--- src/rtl/rx_cpl_host_mem.sv ---
// CplD receive path: validates completions, realigns 3DW payload to QWs.
// Optional CPL_TAG_CHECK_EN enables the completion tag compare.
module rx_cpl_host_mem #(
  parameter int CHUNK_DW = 128
) (
  input  logic        trn_clk,
  input  logic        reset_n,
  input  logic [63:0] trn_rd,
  input  logic [7:0]  trn_rrem_n,
  input  logic        trn_rsof_n,
  input  logic        trn_reof_n,
  input  logic        trn_rsrc_rdy_n,
  input  logic        trn_rdst_rdy_n,
  input  logic        chunk_arm,
  input  logic [3:0]  chunk_tag,
  output logic        buf_wr_en,
  output logic [5:0]  buf_wr_addr,
  output logic [63:0] buf_wr_data,
  output logic        chunk_ready,
  input  logic        chunk_consumed,
  output logic        cpl_err
);

  typedef enum logic [2:0] {
    IDLE,
    WAIT_SOF,
    HDR1,
    DATA,
    DISCARD,
    DONE
  } state_t;

  state_t      state;
  state_t      nxt;
  logic [7:0]  dw_cnt;
  logic [5:0]  qw_ptr;
  logic [31:0] hold;

  logic beat;
  logic sof;
  logic eof;
  logic is_cpld;
  logic hdr_bad;
  logic tag_bad;
  logic last_ok;
  logic cnt_full;
  logic wr_d;
  logic err_d;
  logic ready_d;
  logic unused_sig;

  assign beat    = !trn_rsrc_rdy_n && !trn_rdst_rdy_n;
  assign sof     = beat && !trn_rsof_n;
  assign eof     = beat && !trn_reof_n;
  assign is_cpld = trn_rd[62:56] == 7'b10_01010;
  assign last_ok = trn_rrem_n == 8'h0F;

  assign hdr_bad = (trn_rd[15:13] != 3'd0)
                || trn_rd[32]
                || (trn_rd[41:32] == 10'd0)
                || (({3'd0, dw_cnt} + {1'b0, trn_rd[41:32]})
                    > 11'(CHUNK_DW));

  assign cnt_full = ({1'b0, dw_cnt} + 9'd2) == 9'(CHUNK_DW);

`ifdef CPL_TAG_CHECK_EN
  logic [3:0] tag;

  always_ff @(posedge trn_clk) begin
    if (!reset_n) begin
      tag <= 4'd0;
    end else if (state == IDLE && chunk_arm) begin
      tag <= chunk_tag;
    end
  end

  assign tag_bad    = trn_rd[43:40] != tag;
  assign unused_sig = ^{trn_rd, trn_rrem_n};
`else
  assign tag_bad    = 1'b0;
  assign unused_sig = ^{trn_rd, trn_rrem_n, chunk_tag};
`endif

  always_ff @(posedge trn_clk) begin
    if (!reset_n) begin
      state <= IDLE;
    end else begin
      state <= nxt;
    end
  end

  always_comb begin
    nxt = state;
    unique case (state)
      IDLE: begin
        if (chunk_arm) nxt = WAIT_SOF;
      end
      WAIT_SOF: begin
        if (sof && is_cpld) nxt = hdr_bad ? DISCARD : HDR1;
      end
      HDR1: begin
        if (eof) nxt = WAIT_SOF;
        else if (beat) nxt = tag_bad ? DISCARD : DATA;
      end
      DATA: begin
        if (eof) nxt = (last_ok && cnt_full) ? DONE : WAIT_SOF;
      end
      DISCARD: begin
        if (eof) nxt = WAIT_SOF;
      end
      DONE: begin
        if (chunk_consumed) nxt = IDLE;
      end
      default: nxt = IDLE;
    endcase
  end

  always_comb begin
    wr_d    = 1'b0;
    err_d   = 1'b0;
    ready_d = 1'b0;
    unique case (state)
      IDLE: begin
        err_d = sof && is_cpld;
      end
      WAIT_SOF: begin
        err_d = sof && is_cpld && hdr_bad;
      end
      HDR1: begin
        err_d = beat && (eof || tag_bad);
      end
      DATA: begin
        wr_d  = beat && !(eof && !last_ok);
        err_d = eof && !last_ok;
      end
      DISCARD: begin
        err_d = 1'b0;
      end
      DONE: begin
        err_d   = sof && is_cpld;
        ready_d = !chunk_consumed;
      end
      default: begin
        err_d = 1'b0;
      end
    endcase
  end

  always_ff @(posedge trn_clk) begin
    if (!reset_n) begin
      buf_wr_en   <= 1'b0;
      buf_wr_addr <= 6'd0;
      buf_wr_data <= 64'd0;
      chunk_ready <= 1'b0;
      cpl_err     <= 1'b0;
      dw_cnt      <= 8'd0;
      qw_ptr      <= 6'd0;
      hold        <= 32'd0;
    end else begin
      buf_wr_en   <= wr_d;
      chunk_ready <= ready_d;
      cpl_err     <= err_d;
      if (state == IDLE && chunk_arm) begin
        dw_cnt <= 8'd0;
        qw_ptr <= 6'd0;
      end
      if (state == HDR1 && beat) begin
        hold <= trn_rd[31:0];
      end
      // Pair the carried DW with the upper DW of this beat.
      if (wr_d) begin
        buf_wr_addr <= qw_ptr;
        buf_wr_data <= {trn_rd[63:32], hold};
        hold        <= trn_rd[31:0];
        qw_ptr      <= qw_ptr + 6'd1;
        dw_cnt      <= dw_cnt + 8'd2;
      end
    end
  end

endmodule

--- config.mk ---
export PLATFORM = sky130hd
export DESIGN_NAME = rx_cpl_host_mem
export DESIGN_NICKNAME = d
export VERILOG_FILES = /design/src/rtl/rx_cpl_host_mem.sv
export SDC_FILE = /design/constraint.sdc
export NUM_CORES = 1
export LEC_CHECK = 0
export BUFFER_PORTS_ARGS = -buffer_cell sky130_fd_sc_hd__buf_2
export CORE_MARGIN = 2
export CORE_UTILIZATION = 35
export CTS_BUF_LIST = sky130_fd_sc_hd__clkbuf_8
export DETAILED_ROUTE_END_ITERATION = 10
export HOLD_SLACK_MARGIN = 0.15
export PLACE_DENSITY = 0.58
export SKIP_CTS_REPAIR_TIMING = 1
export SYNTH_ARGS = -nofsm -noshare
export SYNTH_HDL_FRONTEND = slang
export SYNTH_SLANG_ARGS = --single-unit
export TNS_END_PERCENT = 20
--- constraint.sdc ---
create_clock -name trn_clk -period 3.2 [get_ports trn_clk]
set_input_delay 0.96 -clock trn_clk [delete_from_list [all_inputs] [get_ports trn_clk]]
set_output_delay 0.96 -clock trn_clk [all_outputs]
set_load 0.05 [all_outputs]
==> flow_metrics.env <==
export IMPL_cts_buffer_depth=2
export IMPL_grt_overflow=0
export IMPL_core_area_sq_um=13800
export IMPL_numPlacedInstances=932
export IMPL_hold_class="flip-flop to flip-flop"
export IMPL_avgSynthCellArea_sq_um=7.80
export IMPL_max_stage_delay_ns=0.41
export IMPL_synth_nets=720
export IMPL_r2r_start="dw_cnt[3]$_SDFFE_PN0P_"
export IMPL_multi_input_area_sq_um=2310
export IMPL_antenna_cells=0
export IMPL_reg2reg_depth=7
export IMPL_clk_latency_ns=0.43
export IMPL_regArea_sq_um=2420
export IMPL_cts_htree_levels=4
export IMPL_rrSetupSlack_ns=0.85
export IMPL_viasPerCell=4.87
export IMPL_crit_path_end_kind="flip-flop"
export IMPL_p_comb_frac=0.064
export IMPL_antenna_found_initial=0
export IMPL_layout_commonest_cell="nand2_1"
export IMPL_p_sw_w=0.000733
export IMPL_grt_pass1_vias=4263
export IMPL_ys_seq_elements=121
export IMPL_crit_start="trn_rd[34]"
export IMPL_slowest_stage="a2111oi_2"
export IMPL_synth_edf_count=0
export IMPL_fillers=1409
export IMPL_die_y_microns=122
export IMPL_hold_viol_final=0
export IMPL_finalNonFillerCells=964
export IMPL_die_x_microns=122
export IMPL_clkTransAtPathRegs_ns=0.07
export IMPL_grt_max_degree=58
export IMPL_track_usage=0.169
export IMPL_ys_flop_type="dfxtp_1"
export IMPL_cts_tree="done"
export IMPL_required_ns=3.55
export IMPL_switching_share=0.231
export IMPL_power_density_nw_per_um2=506
export IMPL_timing_slew_headroom=0.532
export IMPL_cp_start_kind="primary input"
export IMPL_total_power_w=0.00317
export IMPL_gp_congestion=0.820
export IMPL_arrival_ns=2.96
export IMPL_fin_nets=864
export IMPL_post_route_util=0.455
export IMPL_netlist_instances=627
export IMPL_cts_sinks=121
export IMPL_ys_warn_count=0
export IMPL_drtIter0Drc=169
export IMPL_drtAntennaViolNets=0
export IMPL_outcome="complete, no violations"
export IMPL_setup_viol=0
export IMPL_drc=0
export IMPL_port_buffers=152
export IMPL_dieArea_sq_um=14900
export IMPL_period_share=0.815
export IMPL_wl_per_cell_microns=13.0
export IMPL_fmax_mhz=383
export IMPL_holdWs_ns=0.450
export IMPL_clock_skew_ns=0.00875
export IMPL_tns_ns=0
export IMPL_start_util=0.355
export IMPL_maxCapViolCount=0
export IMPL_cts_root_buf="clkbuf_8"
export IMPL_irDropWorstVdd_v=0.000304
export IMPL_tightest_slew_ns=0.691
export IMPL_row_count=43
export IMPL_cts_buffers=17
export IMPL_cp_cell_sequence="buf_2, ha_1, a211oi_2, or3_1, a2111oi_2, a22o_2, nand4_2, a221oi_2"
export IMPL_vias=4697
export IMPL_drv_slew=0
export IMPL_area_delta_synth_final_pct=28.2
export IMPL_grt_pass1_wl_microns=19900
export IMPL_syn_cell_area_sq_um=4890
export IMPL_rsz0062_at_grt="false"
export IMPL_drive_above_1_share=0.265
export IMPL_io_pins=157
export IMPL_min_from="hold[4]$_SDFFE_PN0P_"
export IMPL_r2r_end="state[1]$_SDFFE_PN0P_"
export IMPL_final_cell_mix="227 x nand2_1, 152 x buf_2, 121 x dfxtp_1"
export IMPL_synth_async_reset_ratio=0
export IMPL_critPathKind="primary input to flip-flop"
export IMPL_endpoint="state[1]$_SDFFE_PN0P_"
export IMPL_drt_pass1_iter_count=4
export IMPL_synthDistinctLibCells=54
export IMPL_seqPwrFrac=0.489
export IMPL_yosysSeqAreaShare=0.495
export IMPL_period_minus_slack_ns=2.61
export IMPL_path_max_fanout=5
export IMPL_dp_hpwl_microns=8830
export IMPL_p_int_w=0.00244
export IMPL_leakage_nw=2.53
export IMPL_power_share_clock=0.447
export IMPL_wl_microns=12500
## registers in the layout, indices dropped and copies added (netlist names)
name         cells
dw_cnt           7
buf_wr_addr      6
qw_ptr           6
hold            32
buf_wr_en        1
chunk_ready      1
state            3
buf_wr_data     64
cpl_err          1
## power by group through the flow
| stage | registers [W] | logic (W) | clock network [W] |
|---|---|---|---|
| after floorplan | 0.00155 | 0.000146 | 0 |
| after global placement | 0.00158 | 0.000203 | 0 |
| after detailed placement | 0.00158 | 0.000204 | 0 |
| after CTS | 0.00155 | 0.000206 | 0.00147 |
| after global routing | 0.00155 | 0.000226 | 0.00152 |
| final | 0.00155 | 0.000204 | 0.00142 |
## through the flow
step           area [sq um]  worst slack [ns]
2_1_floorplan          4890             0.486
3_3_place_gp           5850             0.181
3_5_place_dp           5850             0.151
4_1_cts                6270             0.613
5_1_grt                6270             0.524
6_report               6270             0.592
## metal layers
metal  vias up  global-route usage  routed length, microns
li1       2399                   -                       -
met4         0              0.0618                     141
met1      2132               0.202                    5570
met2       155               0.274                    5700
met3        11              0.0669                    1100
met5         -                   0                       0
## worst max-delay path: cells and delay by family
kind	cells	cell delay [ns]
AOI/OAI and AO/OA	4	1.05
and+or+nand+nor	2	0.50
buffers and inverters	1	0.12
adders and majority gates	1	0.33
## final cells by class
class | count | area share
clock buffer | 21 | 0.0461
inverter | 3 | 0.00200
timing repair buffer | 165 | 0.141
tap | 180 | 0.0359
sequential | 121 | 0.386
clock inverter | 11 | 0.0206
multi-input combinational | 463 | 0.368
## synthesized netlist by cell type, types with 2 or more instances
library cell | count | area, sq um
buf_4 | 2 | 15.0
o2111ai_1 | 2 | 17.5
inv_1 | 2 | 7.51
a31oi_1 | 4 | 25.0
o21ai_0 | 10 | 50.1
xor2_1 | 3 | 26.3
nor2_1 | 21 | 78.8
buf_2 | 11 | 55.1
nor4_1 | 2 | 12.5
and3_1 | 3 | 18.8
nand2b_1 | 3 | 18.8
clkbuf_1 | 27 | 101
a21oi_1 | 114 | 571
nand4_1 | 3 | 18.8
ha_1 | 9 | 113
o211ai_1 | 2 | 15.0
nor3_1 | 8 | 40.0
nand3b_1 | 5 | 37.5
nand3_1 | 10 | 50.1
xnor2_1 | 4 | 35.0
nand2_1 | 227 | 852
or3_1 | 2 | 12.5
o21a_1 | 2 | 15.0
dfxtp_1 | 121 | 2420
## cells by family after synthesis
family,share of synthesized area
adders and majority gates,0.0230
xor gates and xnor gates,0.0125
AOI/OAI and AO/OA,0.176
DFF,0.495
muxes,0.00230
and+or+nand+nor,0.253
buffers and inverters,0.0374
## how the worst min path moves through the flow
stage	to	slack, ns	cells after the start
final	hold[4]$_SDFFE_PN0P_	0.45	2
after global routing	buf_wr_data[3]$_SDFFE_PN0P_	0.47	2
after CTS	hold[3]$_SDFFE_PN0P_	0.45	2
after detailed placement	hold[3]$_SDFFE_PN0P_	0.44	2
after global placement	hold[19]$_SDFFE_PN0P_	0.44	2
after floorplan	hold[0]$_SDFFE_PN0P_	0.43	2
(Power assumes the default switching activity.)
